<file path="src/rtl/tff_toggle_arb.sv">
// Round-robin arbiter that grants one of four requesters a burst of toggle
// cycles on a shared T flip-flop, with a local model of the flop state.
module tff_toggle_arb #(
  parameter int CNT_W = 4
) (
  input  logic                 clk,
  input  logic                 rst,
  input  logic [3:0]           req,
  input  logic [4*CNT_W-1:0]   cnt_in,
  input  logic                 abort,
  output logic [3:0]           gnt,
  output logic                 tog,
  output logic                 done,
  output logic                 busy,
  output logic                 q_exp,
  output logic [7:0]           tog_total
);

  typedef enum logic [1:0] {
    S_IDLE   = 2'd0,
    S_TOGGLE = 2'd1,
    S_DONE   = 2'd2
  } state_t;

  state_t             state_q, state_d;
  logic [3:0]         gnt_q, gnt_d;
  logic [1:0]         idx_q, idx_d;
  logic [1:0]         ptr_q, ptr_d;
  logic [CNT_W-1:0]   rem_q, rem_d;
  logic               q_q;
  logic [7:0]         tot_q;

  logic [2:0]         pick;
  logic [CNT_W-1:0]   pick_cnt;

  // {found, index}: first requesting bit at or after p, wrapping mod 4.
  function automatic logic [2:0] rr_pick(input logic [3:0] r, input logic [1:0] p);
    logic [2:0] res;
    logic [1:0] j;
    res = 3'b000;
    for (int off = 3; off >= 0; off--) begin
      j = p + 2'(off);
      if (r[j]) res = {1'b1, j};
    end
    return res;
  endfunction

  function automatic logic [CNT_W-1:0] cnt_slice(input logic [4*CNT_W-1:0] c,
                                                 input logic [1:0] sel);
    logic [CNT_W-1:0] v;
    v = '0;
    for (int i = 0; i < 4; i++) begin
      if (sel == 2'(i)) v = c[i*CNT_W +: CNT_W];
    end
    return v;
  endfunction

  assign pick     = rr_pick(req, ptr_q);
  assign pick_cnt = cnt_slice(cnt_in, pick[1:0]);

  always_comb begin
    state_d = state_q;
    gnt_d   = gnt_q;
    idx_d   = idx_q;
    ptr_d   = ptr_q;
    rem_d   = rem_q;
    unique case (state_q)
      S_IDLE: begin
        if (pick[2]) begin
          idx_d   = pick[1:0];
          gnt_d   = 4'b0001 << pick[1:0];
          rem_d   = pick_cnt;
          state_d = (pick_cnt != '0) ? S_TOGGLE : S_DONE;
        end
      end
      S_TOGGLE: begin
        rem_d = rem_q - {{(CNT_W-1){1'b0}}, 1'b1};
        // Abort wins over the final-count transition into DONE.
        if (abort) begin
          state_d = S_IDLE;
          gnt_d   = 4'b0000;
          ptr_d   = idx_q + 2'd1;
          rem_d   = '0;
        end else if (rem_q == {{(CNT_W-1){1'b0}}, 1'b1}) begin
          state_d = S_DONE;
        end
      end
      S_DONE: begin
        state_d = S_IDLE;
        gnt_d   = 4'b0000;
        ptr_d   = idx_q + 2'd1;
        rem_d   = '0;
      end
      default: begin
        state_d = S_IDLE;
        gnt_d   = 4'b0000;
      end
    endcase
  end

  always_ff @(posedge clk) begin
    if (rst) begin
      state_q <= S_IDLE;
      gnt_q   <= 4'b0000;
      idx_q   <= 2'd0;
      ptr_q   <= 2'd0;
      rem_q   <= '0;
    end else begin
      state_q <= state_d;
      gnt_q   <= gnt_d;
      idx_q   <= idx_d;
      ptr_q   <= ptr_d;
      rem_q   <= rem_d;
    end
  end

  // Mirror of the shared flop and a wrapping count of toggle cycles.
  always_ff @(posedge clk) begin
    if (rst) begin
      q_q   <= 1'b0;
      tot_q <= 8'd0;
    end else if (tog) begin
      q_q   <= ~q_q;
      tot_q <= tot_q + 8'd1;
    end
  end

  assign gnt       = gnt_q;
  assign tog       = (state_q == S_TOGGLE);
  assign done      = (state_q == S_DONE);
  assign busy      = (state_q != S_IDLE);
  assign q_exp     = q_q;
  assign tog_total = tot_q;

endmodule

</file>
<file path="config.mk">
export PLATFORM = sky130hd
export DESIGN_NAME = tff_toggle_arb
export DESIGN_NICKNAME = d
export VERILOG_FILES = /design/src/rtl/tff_toggle_arb.sv
export SDC_FILE = /design/constraint.sdc
export NUM_CORES = 1
export LEC_CHECK = 0
export CORE_ASPECT_RATIO = 1.1
export CORE_MARGIN = 2
export CORE_UTILIZATION = 35
export DETAILED_ROUTE_END_ITERATION = 12
export GPL_ROUTABILITY_DRIVEN = 0
export PLACE_DENSITY_LB_ADDON = 0.12
export SLEW_MARGIN = 20
export SYNTH_ARGS = -nofsm -noshare
export SYNTH_HDL_FRONTEND = slang
export SYNTH_SLANG_ARGS = --single-unit
</file>
<file path="constraint.sdc">
create_clock -name clk -period 2.6 [get_ports clk]
set_input_delay 0.52 -clock clk [delete_from_list [all_inputs] [get_ports clk]]
set_output_delay 0.52 -clock clk [all_outputs]
set_load 0.01 [all_outputs]
</file>
==> results.py <==
metrics = {
    "floorplanning": {
        "dieArea_um2": 4210,
        "pin_count": 39,
        "die-width_um": 62.1,
        "start_util": 0.361,
        "rows": 23,
        "die_h_um": 67.9,
        "coreArea_um2": 3600,
    },
    "hold_path": {
        "hold_class": "flip-flop to flip-flop",
        "whs_path_depth": 1,
    },
    "routing": {
        "vias": 1185,
        "drtIter0Drc": 45,
        "drc_errors": 0,
        "ant_nets": 0,
        "routed_wl_mm": 2.99,
        "wire_per_inst_um": 12.6,
        "via_per_inst": 4.98,
        "drtPass1Iterations": 4,
    },
    "place": {
        "place_ws_ns": 0.155,
        "dpl-instance-area_um2": 1750,
        "port_buffers": 38,
        "dp_hpwl_mm": 2.30,
    },
    "clocking": {
        "cts_tree": "done",
        "clkSinkCount": 23,
        "cts_resized": 0,
        "numCtsBuffers": 3,
        "cts_hold_buf": 0,
        "cts_root_buffer": "clkbuf_8",
        "clk_pin_slew_ns": 0.08,
        "cts_setup_buffers": 0,
        "clk_latency_ns": 0.27,
        "htreeDepth": 1,
        "clk_path_buf_depth": 2,
    },
    "finish": {
        "n_antenna_cell": 0,
        "fillers": 348,
        "layout_commonest_cell": "clkdlybuf4s50_1",
        "layout-drive-gt1-share": 0.0798,
        "finalNetCount": 218,
        "areaGrowthSynthToFinish_pct": 38.3,
        "design_area_um2": 1790,
        "regArea_um2": 460,
        "multiInputGateArea_um2": 777,
        "final_cell_mix": "clkdlybuf4s50_1, dfxtp_1, nor2_1",
    },
    "grt": {
        "antenna_found_initial": 0,
        "track_usage": 0.158,
        "grt_pass1_vias": 1152,
        "grt_max_degree": 13,
        "grt_pass1_wl_mm": 5.04,
        "grt-ovfl-total": 0,
    },
    "setup_path": {
        "critPathTopFamily": "multiplexers",
        "crit_fanout": 8,
        "crit_path_start_kind": "input port",
        "critical_path_required_ns": 2.81,
        "reg2reg_depth": 6,
        "critPathMaxStageDelay_ns": 0.48,
        "path_cells": "clkdlybuf4s50_1, mux2i_1, nor2_1, nor3_4, mux2_2, o22a_1, a21oi_1",
        "cp_num_buf_inv": 1,
        "cp-end-kind": "flip-flop",
        "path_class": "input port to flip-flop",
        "worstPathArrival_ns": 2.36,
        "cp.depth": 7,
        "cp_slowest_cell": "clkdlybuf4s50_1",
    },
    "timing": {
        "rsz0062_at_grt": "no",
        "setup_slack_ns": 0.443,
        "fin_crit_ns": 2.16,
        "totalNegativeSetupSlack_ns": 0,
        "fin_skew_ns": 0.00592,
        "finalHoldViolations": 0,
        "period_share": 0.829,
        "max_freq_mhz": 464,
        "drv_slew": 0,
        "worst_slew_pin_slew_ns": 0.439,
        "setup-violations-final": 0,
        "relSlewSlack": 0.706,
    },
    "logic_synthesis": {
        "async_flop_share": 0,
        "synth_edf_count": 0,
        "synth_cell_types": 34,
        "synth-seq-cells": 23,
        "synth_ff_type": "dfxtp_1",
        "syn_area_um2": 1300,
        "synth_nets": 177,
        "yosys_warnings": 0,
        "synth_seq_area_share": 0.355,
        "syn_avg_cell_area_um2": 8.77,
        "syn_inst": 148,
    },
    "power": {
        "p_comb_frac": 0.497,
        "p_switching_uw": 539,
        "power_switching_share": 0.366,
        "peakVddDrop_mv": 0.436,
        "power_frac_seq": 0.348,
        "power_density_nw_per_um2": 820,
        "cell_internal_pwr_uw": 933,
        "clock_power_share": 0.155,
        "p_leak_uw": 0.000667,
    },
    "run_status": {
        "status": "finished clean",
    },
    "job": {
        "drv_cap": 0,
    },
}
per-layer routing:
metal	share of wire	vias to the layer above	routed length, um	GRT usage
met4	0.017	0	51	0.0638
met3	0.036	5	107	0.0227
met5	0	-	0	0
met2	0.49	22	1460	0.271
li1	-	600	-	-
met1	0.46	558	1380	0.196
cell usage after synthesis (2+ instances only):
master | number | area [um2]
inv_1 | 8 | 30.0
xor2_1 | 4 | 35.0
nor3_1 | 3 | 15.0
nand2b_1 | 2 | 12.5
nor2_1 | 20 | 75.1
a32oi_1 | 2 | 17.5
nand2_1 | 11 | 41.3
or3_1 | 3 | 18.8
ha_1 | 6 | 75.1
o21a_1 | 2 | 15.0
o22a_1 | 2 | 17.5
a21oi_1 | 9 | 45.0
a211oi_1 | 2 | 15.0
nand4_1 | 4 | 25.0
mux2i_1 | 12 | 120
mux2_2 | 5 | 56.3
o21ai_0 | 6 | 30.0
dfxtp_1 | 23 | 460
xnor2_1 | 5 | 43.8
clkbuf_1 | 4 | 15.0
a22oi_1 | 2 | 15.0
flip-flops by register name (all words and copies together) (netlist names):
register   cells
tog_total      8
idx_q          2
gnt            4
ptr_q          2
rem_q          4
state_q        2
q_exp          1
power by group through the flow:
stage	logic [uW]	clock network [uW]	registers [uW]
2_1_floorplan	503	0	518
3_3_place_gp	726	0	518
3_5_place_dp	733	0	520
4_1_cts	737	237	514
5_1_grt	810	251	529
6_report	731	228	513
final timing paths:
| kind | from | end | slack, ns |
|---|---|---|---|
| setup / recovery | req[2] | rem_q[3] | 0.44 |
| hold / removal | idx_q[0] | ptr_q[0] | 0.49 |
| setup reg to reg | ptr_q[1] | rem_q[3] | 0.69 |
| hold reg to reg | idx_q[0] | ptr_q[0] | 0.49 |
final cells by class:
| cell class | count | area share |
|---|---|---|
| flip-flops and latches | 23 | 0.257 |
| repair buffers | 41 | 0.232 |
| inverters | 9 | 0.0188 |
| multi-input cells | 111 | 0.433 |
| well taps | 50 | 0.0349 |
| clock buffers | 4 | 0.0251 |
per-stage QoR:
step,hold slack (ns),instances,utilization,power (uW)
finish,0.487,238,0.499,1470
global route,0.522,238,0.499,1590
CTS,0.495,238,0.499,1490
detailed placement,0.483,234,0.486,1250
global placement,0.472,234,0.486,1240
floorplan,0.458,148,-,1020
cell families (layout without fill, tap and decap cells):
family,Yosys count,count (layout),synth area share
buffers and inverters,14,54,0.0463
AOI/OAI and AO/OA,30,30,0.161
xor gates and xnor gates,9,9,0.0607
and+or+nand+nor,49,49,0.183
DFF,23,23,0.355
adders and majority gates,6,6,0.0579
muxes,17,17,0.136
worst reg2reg max path: cells and delay by family (launching register included):
family / cells / cell delay (ns)
multiplexers: 2 / 0.63
AO/OA/AOI/OAI: 2 / 0.34
AND/OR/NAND/NOR: 2 / 0.44
flip-flops: 1 / 0.44
(Power assumes the default switching activity.)
